--- src/rtl/tx_scheduler.sv ---
// tx_scheduler: arbitrates the USB transmitter between the handshake
// responder and the host data path, issues one-cycle packet commands,
// watches for the transfer to start, and owns the DATA0/DATA1 toggle.
module tx_scheduler #(
   parameter int unsigned START_TIMEOUT = 16,
   parameter int unsigned TMR_W         = 5
) (
   input  logic       clk,
   input  logic       rst,
   input  logic       hs_req,
   input  logic [1:0] hs_type,
   output logic       hs_done,
   input  logic       data_req,
   output logic       data_done,
   output logic       data_err,
   input  logic       toggle_ack,
   input  logic       toggle_clear,
   output logic [2:0] tx_packet,
   input  logic       tx_transfer_active,
   input  logic       tx_error,
   output logic       data_toggle,
   output logic       busy,
   output logic       timeout_err
);

   typedef enum logic [2:0] {
      S_IDLE,
      S_ISSUE,
      S_WAIT_START,
      S_ACTIVE,
      S_FINISH
   } state_t;

   localparam logic [2:0] PKT_IDLE  = 3'd0;
   localparam logic [2:0] PKT_DATA0 = 3'd1;
   localparam logic [2:0] PKT_DATA1 = 3'd2;
   localparam logic [2:0] PKT_ACK   = 3'd3;
   localparam logic [2:0] PKT_NAK   = 3'd4;
   localparam logic [2:0] PKT_STALL = 3'd5;

   state_t           state_q, state_d;
   logic             owner_hs_q, owner_hs_d;
   logic [2:0]       code_q, code_d;
   logic             err_q, err_d;
   logic [TMR_W-1:0] timer_q, timer_d;
   logic [TMR_W-1:0] timer_inc;

   logic [2:0]       tx_packet_q, tx_packet_d;
   logic             hs_done_q, hs_done_d;
   logic             data_done_q, data_done_d;
   logic             data_err_q, data_err_d;
   logic             busy_q, busy_d;
   logic             timeout_q, timeout_d;
   logic             toggle_q, toggle_d;

   assign timer_inc = timer_q + TMR_W'(1);

   // State, latched request, watchdog and registered outputs
   always_ff @(posedge clk or posedge rst) begin
      if (rst) begin
         state_q     <= S_IDLE;
         owner_hs_q  <= 1'b0;
         code_q      <= PKT_IDLE;
         err_q       <= 1'b0;
         timer_q     <= '0;
         tx_packet_q <= PKT_IDLE;
         hs_done_q   <= 1'b0;
         data_done_q <= 1'b0;
         data_err_q  <= 1'b0;
         busy_q      <= 1'b0;
         timeout_q   <= 1'b0;
      end else begin
         state_q     <= state_d;
         owner_hs_q  <= owner_hs_d;
         code_q      <= code_d;
         err_q       <= err_d;
         timer_q     <= timer_d;
         tx_packet_q <= tx_packet_d;
         hs_done_q   <= hs_done_d;
         data_done_q <= data_done_d;
         data_err_q  <= data_err_d;
         busy_q      <= busy_d;
         timeout_q   <= timeout_d;
      end
   end

   // Next-state logic; completion pulses are registered on entry to FINISH
   // so they line up with the FINISH cycle itself
   always_comb begin
      state_d     = state_q;
      owner_hs_d  = owner_hs_q;
      code_d      = code_q;
      err_d       = err_q;
      timer_d     = timer_q;
      tx_packet_d = PKT_IDLE;
      hs_done_d   = 1'b0;
      data_done_d = 1'b0;
      data_err_d  = 1'b0;
      timeout_d   = 1'b0;

      case (state_q)
         S_IDLE: begin
            err_d = 1'b0;
            if (hs_req) begin
               owner_hs_d = 1'b1;
               case (hs_type)
                  2'd0:    code_d = PKT_ACK;
                  2'd2:    code_d = PKT_STALL;
                  default: code_d = PKT_NAK;
               endcase
               state_d = S_ISSUE;
            end else if (data_req) begin
               owner_hs_d = 1'b0;
               code_d     = toggle_q ? PKT_DATA1 : PKT_DATA0;
               state_d    = S_ISSUE;
            end
         end
         S_ISSUE: begin
            tx_packet_d = code_q;
            timer_d     = '0;
            state_d     = S_WAIT_START;
         end
         S_WAIT_START: begin
            timer_d = timer_inc;
            if (tx_error) begin
               err_d   = 1'b1;
               state_d = S_FINISH;
            end else if (tx_transfer_active) begin
               state_d = S_ACTIVE;
            end else if (timer_inc == TMR_W'(START_TIMEOUT)) begin
               timeout_d = 1'b1;
               err_d     = 1'b1;
               state_d   = S_FINISH;
            end
         end
         S_ACTIVE: begin
            if (tx_error) begin
               err_d = 1'b1;
            end
            if (!tx_transfer_active) begin
               state_d = S_FINISH;
            end
         end
         S_FINISH: begin
            err_d   = 1'b0;
            state_d = S_IDLE;
         end
         default: begin
            state_d = S_IDLE;
         end
      endcase

      if (state_d == S_FINISH && state_q != S_FINISH) begin
         hs_done_d   = owner_hs_d;
         data_done_d = !owner_hs_d;
         data_err_d  = !owner_hs_d && err_d;
      end

      busy_d = (state_d != S_IDLE);
   end

   // DATA0/DATA1 toggle; clear wins over ack
   always_comb begin
      toggle_d = toggle_q;
      if (toggle_clear) begin
         toggle_d = 1'b0;
      end else if (toggle_ack) begin
         toggle_d = !toggle_q;
      end
   end

   // Toggle register
   always_ff @(posedge clk or posedge rst) begin
      if (rst) begin
         toggle_q <= 1'b0;
      end else begin
         toggle_q <= toggle_d;
      end
   end

   assign tx_packet   = tx_packet_q;
   assign hs_done     = hs_done_q;
   assign data_done   = data_done_q;
   assign data_err    = data_err_q;
   assign busy        = busy_q;
   assign timeout_err = timeout_q;
   assign data_toggle = toggle_q;

endmodule

--- config.mk ---
export PLATFORM = sky130hd
export DESIGN_NAME = tx_scheduler
export DESIGN_NICKNAME = d
export VERILOG_FILES = /design/src/rtl/tx_scheduler.sv
export SDC_FILE = /design/constraint.sdc
export NUM_CORES = 1
export LEC_CHECK = 0
export BUFFER_PORTS_ARGS = -buffer_cell sky130_fd_sc_hd__buf_2
export CAP_MARGIN = 40
export CORE_MARGIN = 2
export CORE_UTILIZATION = 48
export DETAILED_ROUTE_END_ITERATION = 6
export MAX_ROUTING_LAYER = met4
export PLACE_DENSITY = 0.67
export SETUP_SLACK_MARGIN = 0.3
export SLEW_MARGIN = 20
export SYNTH_ARGS = -nofsm -noshare
export SYNTH_HDL_FRONTEND = slang
export SYNTH_SLANG_ARGS = --single-unit
export TNS_END_PERCENT = 20
--- constraint.sdc ---
create_clock -name clk -period 2.2 [get_ports clk]
set_input_delay 0.22 -clock clk [delete_from_list [all_inputs] [get_ports clk]]
set_output_delay 0.22 -clock clk [all_outputs]
set_load 0.01 [all_outputs]
# Yosys cells after proc, flatten, opt, wreduce, memory -nomap -nowiden

Cells that the tools add are included.

Input bits: 10
Word-level logic and storage cells: 63
Register bits after elaboration: 22
Output and inout bits: 9

Add/sub/neg operators: 1
Equality and inequality tests: 8
Muxes and demuxes: 30
Reductions and logical operators: 12

Operators by type and width:

| kind                                                                  | count |
|---|---|
| 3-bit 2-to-1 mux                                                      | 9 |
| 1-bit 2-to-1 mux                                                      | 16 |
| 3-bit case mux with 4 select lines                                    | 1 |
| 5-bit case mux with 2 select lines                                    | 1 |
| 3-bit by 2-bit equality test with 1-bit output, second input constant | 2 |
| 3-bit equality test, second input constant                            | 2 |
| 3-bit case mux with 2 select lines                                    | 1 |
| 2-bit nonzero test                                                    | 3 |
| 5-bit by 1-bit adder with 5-bit output, second input constant         | 1 |
| 5-bit equality test, second input constant                            | 1 |
| 3-bit by 1-bit equality test with 1-bit output, second input constant | 1 |
| 3-bit logical NOT                                                     | 1 |
| 3-bit != test, second input constant                                  | 1 |
| 1-bit case mux with 3 select lines                                    | 1 |
| 3-bit nonzero test                                                    | 1 |
| 2-bit equality test, second input constant                            | 1 |
| 1-bit logical AND                                                     | 2 |
| 1-bit logical NOT                                                     | 2 |
| 2-bit logical NOT                                                     | 1 |
| 2-bit 2-to-1 mux                                                      | 1 |
| 2-bit AND reduction                                                   | 1 |
| 2-bit OR reduction                                                    | 1 |

# Depth between registers and ports, before layout

Gate-level depths: netlist of run 1.

Word-level depth: 9
Gate-level depth with buffers: 5

# Worst setup path before layout of run 1

Ideal clock, no wire load.

Path type: register to register
Start: reg timer_q[0]
End: reg state_q[1]
Arrival: 1.290 ns
Period minus slack after synthesis: 1.355 ns
Path slack: 0.845 ns
Setup time: 0.065 ns
Stages on the path, launching flop included: 6
Buffers on the path: 0
Required time: 2.135 ns
Cell sequence: dfrtp_1 -> ha_1 -> nand2_1 -> nor2_1 -> a2111oi_0 -> a31o_2

Longest elaborated chain between the ends: 6

Ends and longest elaborated chain:

| what                                   | line | source |
|---|---|---|
| start: declaration                     | 45   | `logic [TMR_W-1:0] timer_q, timer_d;` |
| start signal: assignment               | 77   | `timer_q <= timer_d;` |
| 5-bit by 1-bit adder with 5-bit output | 56   | `assign timer_inc = timer_q + TMR_W'(1);` |
| 5-bit equality test                    | 130  | `end else if (timer_inc == TMR_W'(START_TIMEOUT)) begin` |
| 3-bit 2-to-1 mux                       | 130  |  |
| 3-bit 2-to-1 mux                       | 128  | `end else if (tx_transfer_active) begin` |
| 3-bit 2-to-1 mux                       | 125  | `if (tx_error) begin` |
| 3-bit case mux with 4 select lines     | 101  | `case (state_q)` |
| named net state_d[1]                   | 41   | `state_t state_q, state_d;` |
| end signal: assignment                 | 73   | `state_q <= state_d;` |
| end: declaration                       | 41   |  |

The timed path passes the listed nets, and every way through them passes these cells.
A chain may end at the register's enable or synchronous reset.

# Final worst setup path of run 1

Ends and elaborated chain as after synthesis.

==> summary.txt, run 1 <==
CTS
  – Clock Sinks: 22
  – PostCTS Resize Cnt: 0
  – Max clock buf depth: 2
  – CTS tree: done
  – Worst-path clk slew: 0.11 ns
  – Clock Root Buffer: clkbuf_4
  – CTS buffer count: 3
  – H-tree depth: 1
  – Clk_lat worst skew: 0.29 ns

Finish
  – Area Overhead vs Synth: 13.4%
  – Design area: 0.00118 mm²
  – FILL cells: 176
  – Nets: 137
  – Share of cells above drive strength 1: 22.6%
  – Area occupied by multi-input gates: between 400 and 500 µm²
  – ANT cells: 0
  – Non-Filler Instances: 151
  – Register cell area after layout: 551 µm²
  – Post-layout util: 59.2%

Timing
  – Final hold vios: 0
  – Final period utilization: 69.6%
  – Final Critical Period: between 1.5 and 2 ns
  – Final setup violation count: 0
  – Final Skew: 0.00734 ns
  – Setup TNS: 0 ns
  – Max Slew Vio Count: 0
  – Slew @ Worst Pin: 0.647 ns
  – Max-slew headroom: 56.9%
  – Worst hold margin: 0.0651 ns
  – RSZ-0062 raised after global routing: false
  – Fmax achieved: 653 MHz

Pwr
  – Flop pwr share: 52.8%
  – Comb power frac: 34.2%
  – VDD IR max: 0.635 mV
  – Cell internal pwr: 0.803 mW
  – Switching Power: 0.515 mW
  – Pleak: 0.580 nW
  – Clock network fraction of total power: 13.0%
  – Pwr per Cell Area: 1110 mW/mm²
  – Switching share of power: 39.0%

Yosys
  – Synth async-reset ratio: between 90% and 100%
  – Syn_area_per_cell: 9.95 µm²
  – Top cells by count, synth: dfrtp_1, o21ai_0, nand2_1
  – Synth cell types: 36
  – Area of the mapped netlist: 0.00104 mm²
  – Top FF cell, synth: dfrtp_1
  – Post-synth EDFFs: 0
  – Post-synth top area share: 52.7%
  – Post-synth top area cell: dfrtp_1
  – Syn nets: 116
  – Synthesized netlist cell count: 105
  – Yosys reg bits: 22
  – Most frequent cell after synthesis: dfrtp_1
  – Synth Warn #: 0
  – Post-synthesis sequential area ratio: 52.7%
  – Main area contributors after synthesis: dfrtp_1, o21ai_0, a21oi_1

Route
  – Remaining DRCs: 0
  – Post-route ant nets: 0
  – DR iter-0 viols: 29
  – Initial DRT Pass Iterations: 4
  – Vias per cell: around 5.2
  – Avg WL per Cell: about 12 µm
  – Drt total wl: roughly 1800 µm
  – Vias after detailed routing: 792

Setup path
  – Crit path max fanout: 6
  – Worst Setup End Kind: flop
  – CP arrival: 1.78 ns
  – Setup crit start kind: flop
  – Kind of critical path: flop to flop
  – WP data required: around 2.4 ns

Global route
  – GRT Total Usage: 17.1%
  – First-pass GRT wire length: 3260 µm
  – Largest net degree at the start of global routing: 24
  – Vias in the first global route: approximately 750
  – Grt ovf: 0
  – Initial antenna violation count: 0

Min path
  – Worst hold path type: input port to flop

Floorplan
  – Die footprint: 0.00257 mm²
  – Die height: 50.7 µm
  – Core area: ~0.002 mm²
  – Die Span X: 50.7 µm
  – Starting Density: 52.2%
  – Number of primary I/O pins: 19
  – Site row count: 16

Placement
  – DP HPWL: 1330 µm
  – Post-Place Cells: 146
  – RePlAce Congestion: 0.842
  – Post-DP Area: 0.00114 mm²
  – IO Port Bufs: 18

Run status
  – Run status: complete, no violations

Run
  – Max cap viols: 0
-- path summary, 6_finish.rpt --
check	from	to	slack (ns)	cells after the start
max reg2reg	timer_q[0]	state_q[1]	0.67	5
min in group asynchronous	rst	busy	0.45	3
max	timer_q[0]	state_q[1]	0.67	5
min	toggle_clear	data_toggle	0.07	2
min reg2reg	code_q[2]	code_q[2]	0.49	2
max in group asynchronous	rst	state_q[2]	1.30	4
-- placed cells by master, fill, tap and decap left out, types with 2 or more instances in the layout --
cell	synthesis	final
dfrtp_1	22	22
buf_2	1	18
o21ai_0	12	12
nand2_1	10	10
a21oi_1	9	9
nor2_1	8	8
inv_1	6	6
nand2b_1	4	4
nand3_1	3	3
and3_1	3	3
clkbuf_4	0	3
nor2b_1	2	2
-- through the flow --
stage	setup WS, ns	power (mW)
after floorplan	0.845	1.04
after global placement	0.708	1.14
after detailed placement	0.700	1.15
after CTS	0.674	1.33
after global routing	0.535	1.44
final	0.668	1.32
-- registers in the layout, summed over array words and instances, names as in the netlist, 3 cells and up --
signal     cells
tx_packet      3
code_q         3
state_q        3
timer_q        5
-- power groups by stage --
stage / clock (mW) / combinational, mW / sequential [mW]
2_1_floorplan: 0 / 0.418 / 0.626
3_3_place_gp: 0 / 0.445 / 0.697
3_5_place_dp: 0 / 0.451 / 0.703
4_1_cts: 0.180 / 0.452 / 0.695
5_1_grt: 0.194 / 0.525 / 0.720
6_report: 0.171 / 0.451 / 0.696
-- worst max-delay path, stage by stage (launching register included) --
cell       delay [ns]
dfrtp_1          0.45
ha_1             0.26
nand2_1          0.10
nor2_1           0.08
a2111oi_0        0.43
a31o_2           0.17
-- metal layers --
metal,vias up,GRT usage [%],wire length (µm)
met3,2,3.57,72
met4,0,5.41,15
met2,16,24.6,845
met1,363,24.4,915
li1,411,-,-
met5,-,-,0
-- cell families (layout without fill, tap and decap cells) --
| group | after synthesis | count (layout) | synth area share [%] |
|---|---|---|---|
| DFF | 22 | 22 | 52.7 |
| buffers and inverters | 10 | 29 | 4.79 |
| and+or+nand+nor | 37 | 37 | 19.8 |
| xor gates and xnor gates | 1 | 1 | 0.838 |
| adders and majority gates | 1 | 1 | 1.20 |
| muxes | 1 | 1 | 0.958 |
| AOI/OAI and AO/OA | 33 | 33 | 19.8 |
-- timing repair --
action,in CTS,in global routing
hold buffers,0,1
hold endpoints to repair,0,11
setup endpoints to repair,0,0
buffers inserted,0,0
-- area by class of cell --
class / count / share of cell area (%)
inverter: 6 / 1.90
multi-input combinational: 73 / 37.5
sequential: 22 / 46.5
clock buffer: 3 / 1.90
tap: 27 / 2.85
timing repair buffer: 20 / 9.40
Power figures use the tool's default switching activity.
==> run 2, diff against run 1 <==
--- a/config.mk
+++ b/config.mk
@@ -11,7 +11,7 @@
 export CORE_UTILIZATION = 48
 export DETAILED_ROUTE_END_ITERATION = 6
 export MAX_ROUTING_LAYER = met4
-export PLACE_DENSITY = 0.67
+export PLACE_DENSITY = 0.7
 export SETUP_SLACK_MARGIN = 0.3
 export SLEW_MARGIN = 20
 export SYNTH_ARGS = -nofsm -noshare
==> constraint.sdc (replaced) <==
create_clock -name clk -period 1.4 [get_ports clk]
set_input_delay 0.14 -clock clk [delete_from_list [all_inputs] [get_ports clk]]
set_output_delay 0.14 -clock clk [all_outputs]
set_load 0.01 [all_outputs]
==> summary.txt, run 2 (synthesized netlist as in run 1, its figures left out) <==
Run status
  – Run status: complete, no violations

CTS
  – CTS tree: done
  – Clock Root Buffer: clkbuf_4
  – Clock Sinks: 22 (unchanged)
  – CTS buffer count: 3 (unchanged)
  – Clk_lat worst skew: 0.31 ns (+0.02 ns)
  – Worst-path clk slew: 0.12 ns (about the same)
  – Max clock buf depth: 2 (unchanged)
  – H-tree depth: 1 (unchanged)

Run
  – Max cap viols: 0 (unchanged)

Route
  – Initial DRT Pass Iterations: 4 (unchanged)
  – Avg WL per Cell: 13.7 µm (+12%)
  – DR iter-0 viols: 24 (-17%)
  – Post-route ant nets: 0 (unchanged)
  – Drt total wl: 2230 µm (+21%)
  – Vias per cell: 5.46 (+4.1%)
  – Remaining DRCs: 0 (unchanged)
  – Vias after detailed routing: 890 (+12%)

Min path
  – Hold Path Stages: 3 (+1)
  – HP Start: toggle_ack
  – WHS Endpoint: data_toggle
  – Worst hold path type: input port to flop

Global route
  – GR Util met3: 2.68% (-0.89 points)
  – Grt ovf: 0 (unchanged)
  – First-pass GRT wire length: 3990 µm (+22%)
  – Met1 GRT Util: 28.1% (+3.7 points)
  – Initial antenna violation count: 0 (unchanged)
  – GR peak layer: met2
  – Met2 Use GR: 34.2% (+9.6 points)
  – Largest net degree at the start of global routing: 23 (-4.2%)
  – Vias in the first global route: 866 (+16%)
  – GRT Total Usage: 21.2% (+4.1 points)

Timing
  – Max-slew headroom: 75.0% (+18 points)
  – Final Critical Period: 1.32 ns (-0.208 ns)
  – Final Skew: 0.00103 ns (-0.00631 ns)
  – Final setup violation count: 0 (unchanged)
  – Max Slew Vio Count: 0 (unchanged)
  – Final period utilization: 94.5% (+25 points)
  – Fmax achieved: 755 MHz (+16%)
  – Setup TNS: 0 ns (unchanged)
  – RSZ-0062 raised after global routing: true
  – Final hold vios: 0 (unchanged)
  – Slew @ Worst Pin: 0.371 ns (-0.276 ns)

Pwr
  – Pleak: 0.643 nW (+11%)
  – VDD IR max: 1.23 mV (+94%)
  – Pwr per Cell Area: 1870 mW/mm² (+68%)

Floorplan
  – Site row count: 16 (unchanged)
  – Die Span X: 50.7 µm (unchanged)
  – Starting Density: 52.2% (unchanged)
  – Die height: 50.7 µm (unchanged)
  – Core area: 0.00200 mm² (unchanged)
  – Number of primary I/O pins: 19 (unchanged)
  – Die footprint: 0.00257 mm² (unchanged)

Finish
  – Share of cells above drive strength 1: 35.3% (+13 points)
  – Reg with most FFs: timer_q
  – Nets: 148 (+8.0%)
  – Max reg flops: 5 (unchanged)
  – FILL cells: 164 (-6.8%)
  – Area Overhead vs Synth: 29.8%
  – Most common cell after layout, fill and taps aside: dfrtp_1
  – ANT cells: 0 (unchanged)
  – Non-Filler Instances: 163 (+7.9%)
  – Most frequent cells in the layout: dfrtp_1, buf_2, o21ai_0, buf_4, a21oi_1

Setup path
  – Worst R2R End: state_q[1]
  – CP arrival: 1.54 ns (-0.24 ns)
  – Worst Setup End Kind: flop
  – Worst Reg2Reg Path Length in Cells: 4 (-1)
  – Setup crit start kind: flop
  – Kind of critical path: flop to flop
  – Crit path max fanout: 5 (-1)
  – R2r startpoint: timer_q[0]
  – Worst R2R Setup Slack: 0.08 ns (-0.59 ns)
  – WP data required: 1.61 ns (-0.83 ns)

Placement
  – RePlAce Congestion: 0.917 (+8.8%)
  – Post-Place Cells: 152 (+4.1%)
  – IO Port Bufs: 18 (unchanged)
  – DP HPWL: 1570 µm (+18%)
-- run 2: how the worst max path moves through the flow --
stage	from	endpoint	cells past startpoint
CTS	timer_q[0]	state_q[1]	4
global route	timer_q[0]	state_q[1]	4
finish	timer_q[0]	state_q[1]	4
detailed placement	timer_q[3]	state_q[1]	4
floorplan	state_q[1]	hs_done	5
global placement	timer_q[0]	state_q[1]	4
-- run 2: through the flow --
stage	hold WS [ns]	instance area, µm²	utilization (%)	power (mW)	setup slack, ns
3_3_place_gp	0.183	1200	59.8	1.90	0.00716
2_1_floorplan	0.129	1060	-	1.67	0.166
6_report	0.0791	1360	67.8	2.53	0.0763
3_5_place_dp	0.197	1200	59.8	1.95	0.00557
4_1_cts	0.0786	1320	65.9	2.49	0.0514
5_1_grt	0.114	1360	67.8	2.73	0.0168
-- run 2: final cells by class --
class / count / area [µm²] / share of cell area, %
clock inverters: 1 / 30.0 / 2.21
inverters: 6 / 22.5 / 1.66
multi-input cells: 73 / 500 / 36.9
repair buffers: 31 / 193 / 14.2
well taps: 27 / 33.8 / 2.49
flip-flops and latches: 22 / 554 / 40.9
clock buffers: 3 / 22.5 / 1.66
-- run 2: power breakdown --
part / internal [mW] / switching, mW / total [mW]
Sequential: 0.842 / 0.186 / 1.03
Clock: 0.290 / 0.199 / 0.488
Combinational: 0.476 / 0.538 / 1.01
-- run 2: repair_timing --
action,4_1_cts,5_1_grt
hold buffers,2,0
setup endpoints to repair,18,18
pin swaps,0,1
hold endpoints to repair,23,0
buffers inserted,3,2
gates resized for setup,9,2
-- run 2: critical path, stage by stage, from the launching register on --
cell       delay [ns]
dfrtp_2          0.48
nand2_2          0.11
mux2i_4          0.30
a2111oi_4        0.10
a31o_2           0.24
-- run 2: layer usage --
layer / part of all wire (%) / wire, µm
met5: 0 / 0
met4: 1.1 / 24
met3: 3.5 / 78
met2: 51 / 1130
met1: 45 / 997
